==> config.mk <==
export PLATFORM = sky130hd
export DESIGN_NAME = wdata_chan_mngr_p
export DESIGN_NICKNAME = d
export VERILOG_FILES = /design/src/rtl/wdata_chan_mngr_p.sv
export SDC_FILE = /design/constraint.sdc
export NUM_CORES = 1
export LEC_CHECK = 0
export CAP_MARGIN = 5
export CORE_MARGIN = 2
export CORE_UTILIZATION = 30
export CTS_BUF_LIST = sky130_fd_sc_hd__clkbuf_16
export DETAILED_ROUTE_END_ITERATION = 8
export GPL_ROUTABILITY_DRIVEN = 1
export SETUP_SLACK_MARGIN = 0.5
export SLEW_MARGIN = 15
export SYNTH_ARGS = -nofsm -noshare
export SYNTH_HDL_FRONTEND = slang
export SYNTH_SLANG_ARGS = --single-unit
==> constraint.sdc <==
create_clock -name clk -period 15.7 [get_ports clk]
set_input_delay 1.57 -clock clk [delete_from_list [all_inputs] [get_ports clk]]
set_output_delay 1.57 -clock clk [all_outputs]
set_load 0.02 [all_outputs]
==> src/rtl/wdata_chan_mngr_p.sv <==
// AXI write-data channel manager: queues whole-burst write payloads and
// serialises each one into DW-bit W beats, reporting completion by ID.
module wdata_chan_mngr_p #(
    parameter  int DW       = 32,
    parameter  int MAXBEATS = 4,
    parameter  int IDW      = 4,
    parameter  int QDEPTH   = 2,
    localparam int LW       = $clog2(MAXBEATS),
    localparam int SW       = DW / 8,
    localparam int QCW      = $clog2(QDEPTH) + 1
) (
    input  logic                   clk,
    input  logic                   rst_n,
    output logic                   wvalid,
    input  logic                   wready,
    output logic [DW-1:0]          wdata,
    output logic [SW-1:0]          wstrb,
    output logic                   wlast,
    input  logic                   rq_valid,
    output logic                   rq_ready,
    input  logic [IDW-1:0]         rq_id,
    input  logic [LW-1:0]          rq_len,
    input  logic [DW*MAXBEATS-1:0] rq_wdata,
    input  logic [SW*MAXBEATS-1:0] rq_wstrb,
    output logic                   finish_wd,
    output logic [IDW-1:0]         finish_id,
    output logic [QCW-1:0]         q_count
);

    localparam int PW = $clog2(QDEPTH);

    localparam logic [0:0] IDLE  = 1'b0;
    localparam logic [0:0] BURST = 1'b1;

    logic [IDW-1:0]         mem_id   [QDEPTH];
    logic [LW-1:0]          mem_len  [QDEPTH];
    logic [DW*MAXBEATS-1:0] mem_data [QDEPTH];
    logic [SW*MAXBEATS-1:0] mem_strb [QDEPTH];

    logic [PW-1:0]  wr_ptr, rd_ptr;
    logic [QCW-1:0] count_next;
    logic [0:0]     state, state_next;
    logic [LW-1:0]  beat;
    logic           push, pop, q_empty;

    assign q_empty   = (q_count == '0);
    assign rq_ready  = (q_count != QCW'(QDEPTH));
    assign push      = rq_valid & rq_ready;
    assign wvalid    = (state == BURST);
    assign wlast     = wvalid & (beat == mem_len[rd_ptr]);
    assign finish_wd = wvalid & wready & wlast;
    assign pop       = finish_wd;

    // Head-entry views are forced to zero while the queue holds nothing valid.
    assign wdata     = q_empty ? '0 : mem_data[rd_ptr][beat*DW +: DW];
    assign wstrb     = q_empty ? '0 : mem_strb[rd_ptr][beat*SW +: SW];
    assign finish_id = q_empty ? '0 : mem_id[rd_ptr];

    always_comb begin
        // NOTE: every always_comb output gets a default first so no latch is inferred.
        count_next = q_count;
        case ({push, pop})
            2'b10:   count_next = q_count + QCW'(1);
            2'b01:   count_next = q_count - QCW'(1);
            default: count_next = q_count;
        endcase
    end

    // Entering BURST on the push edge itself gives one-cycle request-to-wvalid latency.
    always_comb begin
        state_next = state;
        case (state)
            IDLE:    if (push || !q_empty) state_next = BURST;
            BURST:   if (pop && count_next == '0) state_next = IDLE;
            default: state_next = IDLE;
        endcase
    end

    // NOTE: the payload storage carries no reset; only pointers and counts do,
    // since an entry is never read before it has been written.
    always_ff @(posedge clk) begin
        if (push) begin
            mem_id[wr_ptr]   <= rq_id;
            mem_len[wr_ptr]  <= rq_len;
            mem_data[wr_ptr] <= rq_wdata;
            mem_strb[wr_ptr] <= rq_wstrb;
        end
    end

    // NOTE: sequential state uses non-blocking assignments only.
    always_ff @(posedge clk or negedge rst_n) begin
        if (!rst_n) begin
            wr_ptr  <= '0;
            rd_ptr  <= '0;
            q_count <= '0;
            state   <= IDLE;
            beat    <= '0;
        end else begin
            if (push) wr_ptr <= wr_ptr + PW'(1);
            if (pop)  rd_ptr <= rd_ptr + PW'(1);
            q_count <= count_next;
            state   <= state_next;
            if (state != BURST || pop)
                beat <= '0;
            else if (wready)
                beat <= beat + LW'(1);
        end
    end

endmodule

==> key figures <==
STA
  – Final worst-path cycle share: 34.1%
  – RSZ-0062 raised after global routing: false
  – Max frequency: ~0.19 GHz
  – Final Skew: 0.0136 ns
  – Max-slew violations: 0
  – Final hold violation count: 0
  – Minimum clock period: 5.36 ns
  – Max transition margin: 28.2%
  – Final setup TNS: 0 ns
  – Final setup vio count: 0
  – Measured slew at the worst slew-check pin: 1.07 ns

CTS
  – Num CTS Buffers: 34
  – Clock buffer depth: 3
  – # resized after CTS: 0
  – CTS tree: yes
  – Worst skew pair latency: around 0.52 ns
  – H-tree depth: 2
  – Postcts setup bufs: 0
  – Hold-fix buffers, CTS: 0
  – Clock Pin Slew Worst Setup and Hold Paths: 0.06 ns
  – CTS Sinks: 307
  – Root Driver: clkbuf_16

GRT
  – Largest net degree at the start of global routing: 74
  – Antenna violations before repair: 0
  – First-pass GRT wire length: 37.3 mm
  – Gr usage total: 12.2%
  – Gr ovfl total: 0
  – Vias in the first global route: 6381

Yosys
  – Synth Area in Simple Gates: 1.97%
  – Synth Area in Compound Gates: 0.361%
  – Multiplexer share of the synthesized area: 17.4%
  – Post-synthesis cell type count: 28
  – Post-synthesis adder-cell area fraction: less than 1%
  – Mapped cell area: ~0.012 sq mm
  – Synth warnings: 0
  – Synthesized area per cell: around 23 sq um
  – Synth Net Count: 674
  – Largest family of logic cells by synthesized area: multiplexers
  – Synth Register Bits: between 300 and 400
  – Mapped Cells: 519
  – Seq/Total Area, Yosys: 77.9%
  – XOR/XNOR share of the synthesized area: 0.520%

Final layout
  – Layout cells sized above 1: between 10% and 20%
  – Fill count: 3535
  – Synthesis-to-finish area growth: 30.1%
  – Footprint of the multi-input gates: 0.00242 sq mm
  – ANT cells: 0
  – Most frequent cells in the layout: edfxtp_1, clkdlybuf4s50_1, mux4_2
  – FF/Latch Area: 0.00919 sq mm
  – Final net count: 890
  – Commonest non-fill, non-tap cell in the layout: edfxtp_1

Place
  – HPWL after detailed placement: between 15 and 20 mm
  – Buffers added on ports: roughly 200
  – Routability cong.: approximately 0.7

Run status
  – Status: finished, final reports clean

Job
  – MaxCap Viol Count: 0

Hold path
  – Min-delay src: wr_ptr
  – Hold WC Path Type: register to register
  – Hold path endpoint: wr_ptr
  – Worst Hold Depth: 1

Floorplanning
  – Initial cell density of the core: 30.4%
  – Die width: 202 microns
  – I/O Pins: 200
  – Core area: 0.0387 sq mm
  – Row Count: 72
  – Die height: a little over 200 microns
  – Die ar.: 0.0409 sq mm

Pwr
  – Pwr dens: 193 mW/mm^2
  – PnR Total Power: 2.96 mW
  – Sw Pwr: 0.919 mW
  – Reg power frac: 41.3%
  – Clock share of power: ~24%
  – P_leak: 5.06 nW
  – P_int: 2.04 mW
  – Peak supply drop: around 0.00011 V
  – Sw Share: 31.0%
  – Logic pwr share: 34.3%

Worst setup path
  – Worst R2R End: wvalid
  – Arrival @ worst endpoint: 3.79 ns
  – Max Fanout on Critical Path: 49
  – Worst reg2reg setup slack: 12.25 ns
  – Crit Path Class: register to output pin
  – FF-to-FF path depth: 9
  – Reg2reg start: rd_ptr
  – Crit end category: output pin
  – Worst setup SP type: register
  – CP required: about 14 ns

Routing
  – Via density: 4.48
  – WL/cell: 19.3 microns
  – Drt first pass iters: 4
  – DRT Wirelength: 24.6 mm
  – Via count: 5718
  – Initial DRC count: around 210
  – Routed Antenna Nets: 0
  – Remaining DRCs: 0
## logic make-up (layout without fill, tap and decap cells)
group	after synthesis	count (layout)
AOI/OAI and AO/OA	6	6
buffers and inverters	27	266
xor gates and xnor gates	7	7
DFF	307	307
muxes	115	115
and+or+nand+nor	56	56
adders and majority gates	1	1
## flip-flops by register name, summed over array words and instances, names as in the netlist
name and flops:
wr_ptr 1, mem_strb 32, mem_len 4, mem_id 8
mem_data 256, beat 2, rd_ptr 1, wvalid 1
q_count 2
## cells in the mapped netlist, drive strengths merged
| library cell | number | area, sq um |
|---|---|---|
| o211ai | 1 | 7.51 |
| dfrtp | 7 | 175 |
| edfxtp | 300 | 9010 |
| nand2b | 2 | 12.5 |
| xnor2 | 4 | 35.0 |
| nand3b | 1 | 7.51 |
| nor4 | 1 | 6.26 |
| buf | 20 | 175 |
| and2 | 1 | 6.26 |
| mux4 | 72 | 1620 |
| nor2b | 1 | 6.26 |
| o211a | 1 | 10.0 |
| mux2i | 42 | 420 |
| xor2 | 3 | 26.3 |
| nand2 | 3 | 11.3 |
| mux2 | 1 | 11.3 |
| and3 | 2 | 13.8 |
| o22ai | 1 | 6.26 |
| clkbuf | 7 | 26.3 |
| ha | 1 | 12.5 |
| nor2 | 45 | 169 |
| a21oi | 2 | 10.0 |
| a22o | 1 | 8.76 |
## stage by stage
| stage | instance area (sq um) | setup WS (ns) | std cells | hold WS [ns] | util [%] |
|---|---|---|---|---|---|
| 2_1_floorplan | 11800 | 7.14 | 519 | 0.461 | - |
| 3_3_place_gp | 14300 | 10.74 | 1217 | 0.543 | 37.0 |
| 3_5_place_dp | 14300 | 10.73 | 1217 | 0.551 | 37.0 |
| 4_1_cts | 15300 | 10.14 | 1276 | 0.567 | 39.6 |
| 5_1_grt | 15300 | 9.94 | 1276 | 0.590 | 39.6 |
| 6_report | 15300 | 10.34 | 1276 | 0.564 | 39.6 |
## worst max-delay path, stage by stage, from the launching register on
cell             delay (ns)
dfrtp_4                0.83
buf_4                  0.88
mux2_2                 0.46
mux2i_1                0.17
and3_2                 0.26
clkdlybuf4s50_1        0.62
## power by group through the flow
stage                     logic [mW]  clock network [mW]  registers, mW
after floorplan                0.715                   0           1.21
after global placement          1.04                   0           1.24
after detailed placement        1.05                   0           1.25
after CTS                       1.05               0.751           1.23
after global routing            1.10               0.779           1.25
final                           1.02               0.722           1.23
## layout make-up
cell class	count	share of cell area (%)
clock buffer	37	6.04
sequential	307	60.0
tap	518	4.23
timing repair buffer	207	13.4
clock inverter	22	0.596
multi-input combinational	185	15.8
## worst max-delay path by stage
| stage | from | end | cells past startpoint |
|---|---|---|---|
| floorplan | rq_valid | mem_data[0][0] | 2 |
| global placement | rd_ptr | finish_wd | 5 |
| detailed placement | rd_ptr | finish_wd | 5 |
| CTS | rd_ptr | finish_wd | 5 |
| global route | rd_ptr | finish_wd | 5 |
| finish | rd_ptr | finish_wd | 5 |
## metal layers
layer	wire length, microns	share of wire, %	global-route usage, %
met4	601	2.4	4.69
met3	1330	5.4	2.79
met2	12800	52	21.5
met1	9860	40	14.5
met5	0	0	0
(Power assumes the default switching activity.)
